$ cat config.mk
export PLATFORM = sky130hd
export DESIGN_NAME = sys_gpio_debounce_flat
export DESIGN_NICKNAME = d
export VERILOG_FILES = /design/src/rtl/sys_gpio_debounce_if.sv /design/src/rtl/sys_gpio_debounce.sv /design/src/flat_wrapper.sv
export SDC_FILE = /design/constraint.sdc
export NUM_CORES = 1
export LEC_CHECK = 0
export CELL_PAD_IN_SITES_DETAIL_PLACEMENT = 2
export CELL_PAD_IN_SITES_GLOBAL_PLACEMENT = 2
export CORE_MARGIN = 2
export CORE_UTILIZATION = 30
export CTS_BUF_LIST = sky130_fd_sc_hd__clkbuf_4
export CTS_CLUSTER_DIAMETER = 150
export DETAILED_ROUTE_END_ITERATION = 10
export GPL_ROUTABILITY_DRIVEN = 1
export PLACE_DENSITY = 0.68
export SLEW_MARGIN = 30
export SYNTH_ARGS = -nofsm -noshare
export SYNTH_HDL_FRONTEND = slang
export SYNTH_SLANG_ARGS = --single-unit
$ cat constraint.sdc
create_clock -name clk -period 3 [get_ports clk]
set_input_delay 0.3 -clock clk [delete_from_list [all_inputs] [get_ports clk]]
set_output_delay 0.3 -clock clk [all_outputs]
set_load 0.02 [all_outputs]
$ cat src/rtl/sys_gpio_debounce_if.sv
// sys_gpio_debounce_if -- signal bundle between a debounce block and its user.
//   enable      : lets the prescaler and filter counters run (user -> debouncer)
//   raw_in      : asynchronous board-level inputs (user -> debouncer)
//   in_port     : debounced, registered level (debouncer -> user)
//   rise / fall : one-cycle edge pulses per bit (debouncer -> user)
//   sample_tick : one-cycle strobe marking each filter evaluation
interface sys_gpio_debounce_if #(
  parameter int unsigned WIDTH = 32
);
  logic             enable;
  logic [WIDTH-1:0] raw_in;
  logic [WIDTH-1:0] in_port;
  logic [WIDTH-1:0] rise;
  logic [WIDTH-1:0] fall;
  logic             sample_tick;

  modport master (
    output enable, raw_in,
    input  in_port, rise, fall, sample_tick
  );

  modport slave (
    input  enable, raw_in,
    output in_port, rise, fall, sample_tick
  );
endinterface

$ cat src/rtl/sys_gpio_debounce.sv
// sys_gpio_debounce -- synchronizes and debounces WIDTH asynchronous inputs.
// Each bit is sampled once per prescaler tick; a new level is accepted only
// after STABLE_COUNT consecutive ticks that differ from the current level.
//   clk   : single clock, rising edge
//   reset : synchronous, active-high
//   bus   : sys_gpio_debounce_if.slave (enable, raw_in, in_port, rise,
//           fall, sample_tick)
module sys_gpio_debounce #(
  parameter int unsigned WIDTH        = 32,
  parameter int unsigned PRESCALE     = 50000,
  parameter int unsigned STABLE_COUNT = 4
) (
  input  logic                 clk,
  input  logic                 reset,
  sys_gpio_debounce_if.slave   bus
);

  localparam int unsigned CW = (STABLE_COUNT > 2) ? $clog2(STABLE_COUNT) : 1;
  localparam int unsigned PW = (PRESCALE > 2) ? $clog2(PRESCALE) : 1;
  localparam logic [PW-1:0] PRE_LAST = PW'(PRESCALE - 1);
  localparam logic [CW-1:0] CNT_LAST = CW'(STABLE_COUNT - 1);

  logic [WIDTH-1:0] sync1;
  logic [WIDTH-1:0] sync2;
  logic [WIDTH-1:0] level;
  logic [WIDTH-1:0] rise_q;
  logic [WIDTH-1:0] fall_q;
  logic [PW-1:0]    presc;
  logic [CW-1:0]    cnt [WIDTH];
  logic             tick;

  // Combinational strobe: true in the cycle the prescaler sits on its last
  // value while enabled, so the filter update lands on the following edge.
  assign tick = bus.enable && !reset && (presc == PRE_LAST);

  // Synchronizer runs regardless of enable.
  always_ff @(posedge clk) begin
    if (reset) begin
      sync1 <= '0;
      sync2 <= '0;
    end else begin
      sync1 <= bus.raw_in;
      sync2 <= sync1;
    end
  end

  always_ff @(posedge clk) begin
    if (reset) begin
      presc <= '0;
    end else if (bus.enable) begin
      presc <= (presc == PRE_LAST) ? '0 : presc + PW'(1);
    end
  end

  always_ff @(posedge clk) begin
    if (reset) begin
      level  <= '0;
      rise_q <= '0;
      fall_q <= '0;
      for (int unsigned i = 0; i < WIDTH; i++) begin
        cnt[i] <= '0;
      end
    end else begin
      rise_q <= '0;
      fall_q <= '0;
      if (tick) begin
        for (int unsigned i = 0; i < WIDTH; i++) begin
          if (sync2[i] == level[i]) begin
            cnt[i] <= '0;
          end else if (cnt[i] == CNT_LAST) begin
            // Edge pulses are registered alongside level so they appear in
            // the same cycle the new level becomes visible.
            level[i]  <= sync2[i];
            rise_q[i] <= sync2[i];
            fall_q[i] <= ~sync2[i];
            cnt[i]    <= '0;
          end else begin
            cnt[i] <= cnt[i] + CW'(1);
          end
        end
      end
    end
  end

  assign bus.in_port     = level;
  assign bus.rise        = rise_q;
  assign bus.fall        = fall_q;
  assign bus.sample_tick = tick;

endmodule

$ cat src/flat_wrapper.sv
// flat-port wrapper written by rule: the top's interface ports become plain ports
module sys_gpio_debounce_flat 
#(
  parameter int unsigned WIDTH        = 32,
  parameter int unsigned PRESCALE     = 50000,
  parameter int unsigned STABLE_COUNT = 4
)
  (clk, reset, bus_enable, bus_raw_in, bus_in_port, bus_rise, bus_fall, bus_sample_tick);
  sys_gpio_debounce_if #(.WIDTH(WIDTH)) bus_i ();
  input  logic clk;
  input  logic reset;
  input wire logic [$bits(bus_i.enable)-1:0] bus_enable;
  input wire logic [$bits(bus_i.raw_in)-1:0] bus_raw_in;
  output wire logic [$bits(bus_i.in_port)-1:0] bus_in_port;
  output wire logic [$bits(bus_i.rise)-1:0] bus_rise;
  output wire logic [$bits(bus_i.fall)-1:0] bus_fall;
  output wire logic [$bits(bus_i.sample_tick)-1:0] bus_sample_tick;
  assign bus_i.enable = bus_enable;
  assign bus_i.raw_in = bus_raw_in;
  assign bus_in_port = bus_i.in_port;
  assign bus_rise = bus_i.rise;
  assign bus_fall = bus_i.fall;
  assign bus_sample_tick = bus_i.sample_tick;
  sys_gpio_debounce #(.WIDTH(WIDTH), .PRESCALE(PRESCALE), .STABLE_COUNT(STABLE_COUNT)) u_core (.clk(clk), .reset(reset), .bus(bus_i));
endmodule
# Yosys cells after proc, flatten, opt, wreduce, memory -nomap -nowiden
# Memories as Yosys holds them, arrays and structs flattened.
# Index checks and enable logic that the tools add are counted.
# word_totals
memories	1
register_bits	176
elab_cells	1005
in_bits	35
output_inout_bits	97
mem_bits_rw	64
# classes
add_sub_neg	33
eq_ne	65
reduce_logical	67
mux	547
bitwise_logic	193
# mem_list
name	words	word_bits	read_ports	rd_ports_with_merged_regs	wr	line	rtl
u_core.cnt	32	2	32	0	32	sys_gpio_debounce.sv:29	logic [CW-1:0] cnt [WIDTH];
# op_table
cell	count
$mux W1	450
$mux W2	96
$reduce_or A4 Y1	32
$not A1 Y1	97
$or A1 B1 Y1	96
$reduce_and A3 Y1	32
$add A2 B1 Y2 const B	32
$eq A2 B2 Y1 const B	32
$eq A1 B1 Y1	32
$add A16 B1 Y16 const B	1
$eq A16 B16 Y1 const B	1
$mux W16	1
$logic_and A1 B1 Y1	2
$logic_not A1 Y1	1

# Logic depth before layout (Yosys ltp)
# depth
ltp_word	9
ltp_mapped	8
ltp_nobuf	6

# Worst setup path before layout
# OpenSTA, ideal clock, no wires.
# synth_timing
kind	register to register
start	register u_core.presc[7]
end	memory u_core.cnt[0][0] in the netlist's numbering (enable)
path_buffers	3
synth_period_minus_slack_ns	2.501
arrival_time_ns	2.125
required_time_ns	2.624
stages_incl_launch_ff	7
setup_ns	0.376
setup_slack_ns	0.499
cell_sequence	dfxtp_1 -> buf_2 -> or4b_4 -> nor4_4 -> buf_4 -> buf_2 -> or2_2
# synth_rtl
element	line	rtl
start: declaration	sys_gpio_debounce.sv:28	logic [PW-1:0] presc;
start signal: assignment	sys_gpio_debounce.sv:51	presc <= (presc == PRE_LAST) ? '0 : presc + PW'(1);
end: declaration	sys_gpio_debounce.sv:29	

# Worst setup path after layout
# layout_timing
start	register u_core.presc[11]
end	output port bus_sample_tick
# layout_between
elab_chain_len	2
# layout_lines
element	line	rtl
$eq A16 B16 Y1	sys_gpio_debounce.sv:34	assign tick = bus.enable && !reset && (presc == PRE_LAST);
$logic_and A1 B1 Y1	sys_gpio_debounce.sv:34	
end: declaration	flat_wrapper.sv:17	output wire logic [$bits(bus_i.sample_tick)-1:0] bus_sample_tick;
# Every way passes these cells.

==> metrics <==
status=completed; R2R Path Start=u_core.presc[11]; syn_nets=764; R2R setup slack=0.38 ns; remaining antenna violation count=0; fin util=38.7%; per-cell routed wire length=roughly 17 µm; clock buffer depth=3; Routed WL=22900 µm; Worst Tran Pin Value=between 0.7 and 0.8 ns; DRT iter0 DRCs=230; total I/O pin count=132; crit path cell chain=or4b_1, nor4_4, nand2_4, inv_2, dlygate4sd2_1; gr usage total=between 10% and 20%; hold path depth=2; area share of the largest cell type after synthesis=between 30% and 40%; Die Ht=185 µm; Syn Inst Count=696; Max Freq=360 MHz; vias in the first global route=6989; r2r worst-path depth=6; worst endpoint required time=between 2 and 3 ns; PwrDens=565 nW/µm²; number of detailed-route iterations in the first pass=4; highest-delay cell along the critical path=or4b_1; initial antenna violation count=2; setup TNS=0 ns; total die area=34200 µm²; #FFs+latches synth=240; CTS buffer count=70; Post-Syn Area per Cell=14.1 µm²; final-layout fill cell count=3347; power share of the sequential group=49.0%; RSZ-0062 raised after global routing=no; clk root buf=clkbuf_4; Synth area leaders=dfxtp_1 36%, edfxtp_1 20%, nor4_4 7.1%, nor4b_4 6.8%, and4b_1 6.5%; clock skew=approximately 0.054 ns; share of cells above drive strength 1=21.0%; CTS clk-pin slew, worst paths=0.07 ns; Setup WS pre-CTS=roughly 0.084 ns; Vias/cell=approximately 4.6; largest net degree at the start of global routing=65; dpl cell area=11600 µm²; Final period util=just over 90%; max-cap violations=0; Ys Warns=0; H-tree depth=3; most common cell after layout, fill and taps aside=dfxtp_1; Starting Density=30.3%; Logic pwr share=4.6%; post-synth top area cell=dfxtp_1; drc violations=0; vias=~6300; PortBufs=131; largest fanout on the critical path=3; WP data arrival=roughly 2.5 ns; Worst path max stage delay=0.60 ns; Worst-Skew Late Latency=just under 0.7 ns; number of cell rows=66; TritonCTS clock tree=yes; Hold EP=u_core.sync2[18]; hold_sp=reset; routability congestion estimate=0.655; hold crit path type=input pin to register; reg2reg end=u_core.cnt[1][29]; Nets=938; fin crit period=2.78 ns; Core Area=32400 µm²; PnR worst setup slack=~0.22 ns; Chip Width=185 µm; first-pass GRT wire length=36900 µm; Pint=5.44 mW; worst rel slew slack=48.6%; final setup fails=0; post-synth cell types=34; sw frac=23.1%; Synth Flop Type=dfxtp_1; Fin. Hold Viols=0; Clock power frac=approximately 46%; max-slew violation count=0; synthesized area=9820 µm²; Seq/Total Area, Yosys=55.5%; Post-synth EDFFs=between 60 and 70; P&R area growth vs syn=27.6%; P_leak=4.84 nW; Setup CP Type=register to primary output; gr ovfl total=0; clk sinks=240; VDD IR max=190 µV; most frequent cells in the layout=176 x dfxtp_1, 129 x clkdlybuf4s50_1, 107 x clkbuf_4; Psw=1.64 mW; ys async rst share=0%; Detailed Place HPWL=between 10000 and 15000 µm; crit start category=register; final instance area=12500 µm²; Critical Path Sink Type=primary output
[worst max-delay path, delay by kind of cell, from the launching register on]
kind,cells,cell delay [ns]
and+or+nand+nor,3,1.05
buffers and inverters,2,0.45
DFF,1,0.33
[power groups by stage]
stage | logic (mW) | clock network (mW) | registers [mW]
after floorplan | 0.218 | 0 | 3.52
after global placement | 0.311 | 0 | 3.54
after detailed placement | 0.328 | 0 | 3.54
after CTS | 0.330 | 3.44 | 3.47
after global routing | 0.356 | 3.64 | 3.48
final | 0.322 | 3.28 | 3.47
[cells in the mapped netlist, drive strengths merged, types with 24 or more instances]
cell type / number
a21oi: 34
a41o: 32
and4b: 64
buf: 24
dfxtp: 176
edfxtp: 64
ha: 33
nand2: 35
nor2b: 64
nor4: 33
nor4b: 32
xnor2: 34
[worst max-delay path by stage]
stage,to,slack [ns],cells past startpoint,from
6_report,bus_sample_tick,0.22,5,u_core.presc[11]
5_1_grt,bus_sample_tick,0.06,5,u_core.presc[11]
4_1_cts,bus_sample_tick,0.13,5,u_core.presc[11]
3_5_place_dp,u_core.cnt[1][24],0.08,6,bus_enable
3_3_place_gp,u_core.cnt[1][31],0.19,6,bus_enable
2_1_floorplan,u_core.cnt[0][0],0.50,6,u_core.presc[7]
[per-stage QoR]
step / hold WS (ns) / cells / power [mW]
5_1_grt: 0.0979 / 1365 / 7.47
6_report: 0.108 / 1365 / 7.07
3_5_place_dp: 0.429 / 1239 / 3.87
3_3_place_gp: 0.420 / 1239 / 3.85
4_1_cts: 0.0300 / 1364 / 7.24
2_1_floorplan: 0.414 / 696 / 3.74
[cell type report]
| cell class | count | area [µm²] | area share [%] |
|---|---|---|---|
| clock inverters | 17 | 148 | 1.18 |
| inverters | 2 | 7.51 | 0.0599 |
| repair buffers | 142 | 1440 | 11.5 |
| flip-flops and latches | 240 | 5450 | 43.5 |
| clock buffers | 107 | 803 | 6.41 |
| well taps | 442 | 553 | 4.42 |
| diodes | 1 | 2.50 | 0.0200 |
| multi-input cells | 414 | 4130 | 32.9 |
[sequential cells by signal, indices dropped and copies added (netlist names)]
name                cells
u_core.bus.fall        32
u_core.bus.in_port     32
u_core.bus.rise        32
u_core.cnt             64
u_core.presc           16
u_core.sync1           32
u_core.sync2           32
[per-layer routing]
layer  global-route usage, %  share of wire, %  up-vias
li1                        -                 -     3013
met1                    16.3                45     3146
met2                    23.3                49      136
met3                    3.50               4.9       35
met4                    5.65               1.8        0
met5                       0                 0        -
[cell families after synthesis]
kind of cell	after synthesis	share of synthesized area [%]
adders and majority gates	33	4.21
xor gates and xnor gates	45	4.01
muxes	1	0.102
AOI/OAI and AO/OA	68	5.10
DFF	240	55.5
buffers and inverters	42	2.59
and+or+nand+nor	267	28.5
[what timing repair did]
| action | in CTS | in global routing |
|---|---|---|
| hold buffers | 0 | 0 |
| buffers inserted | 1 | 0 |
| setup endpoints to repair | 1 | 0 |
| gates resized for setup | 1 | 0 |
| endpoints found under the hold margin | 0 | 0 |
No activity file was read; power rests on OpenSTA's default activity.
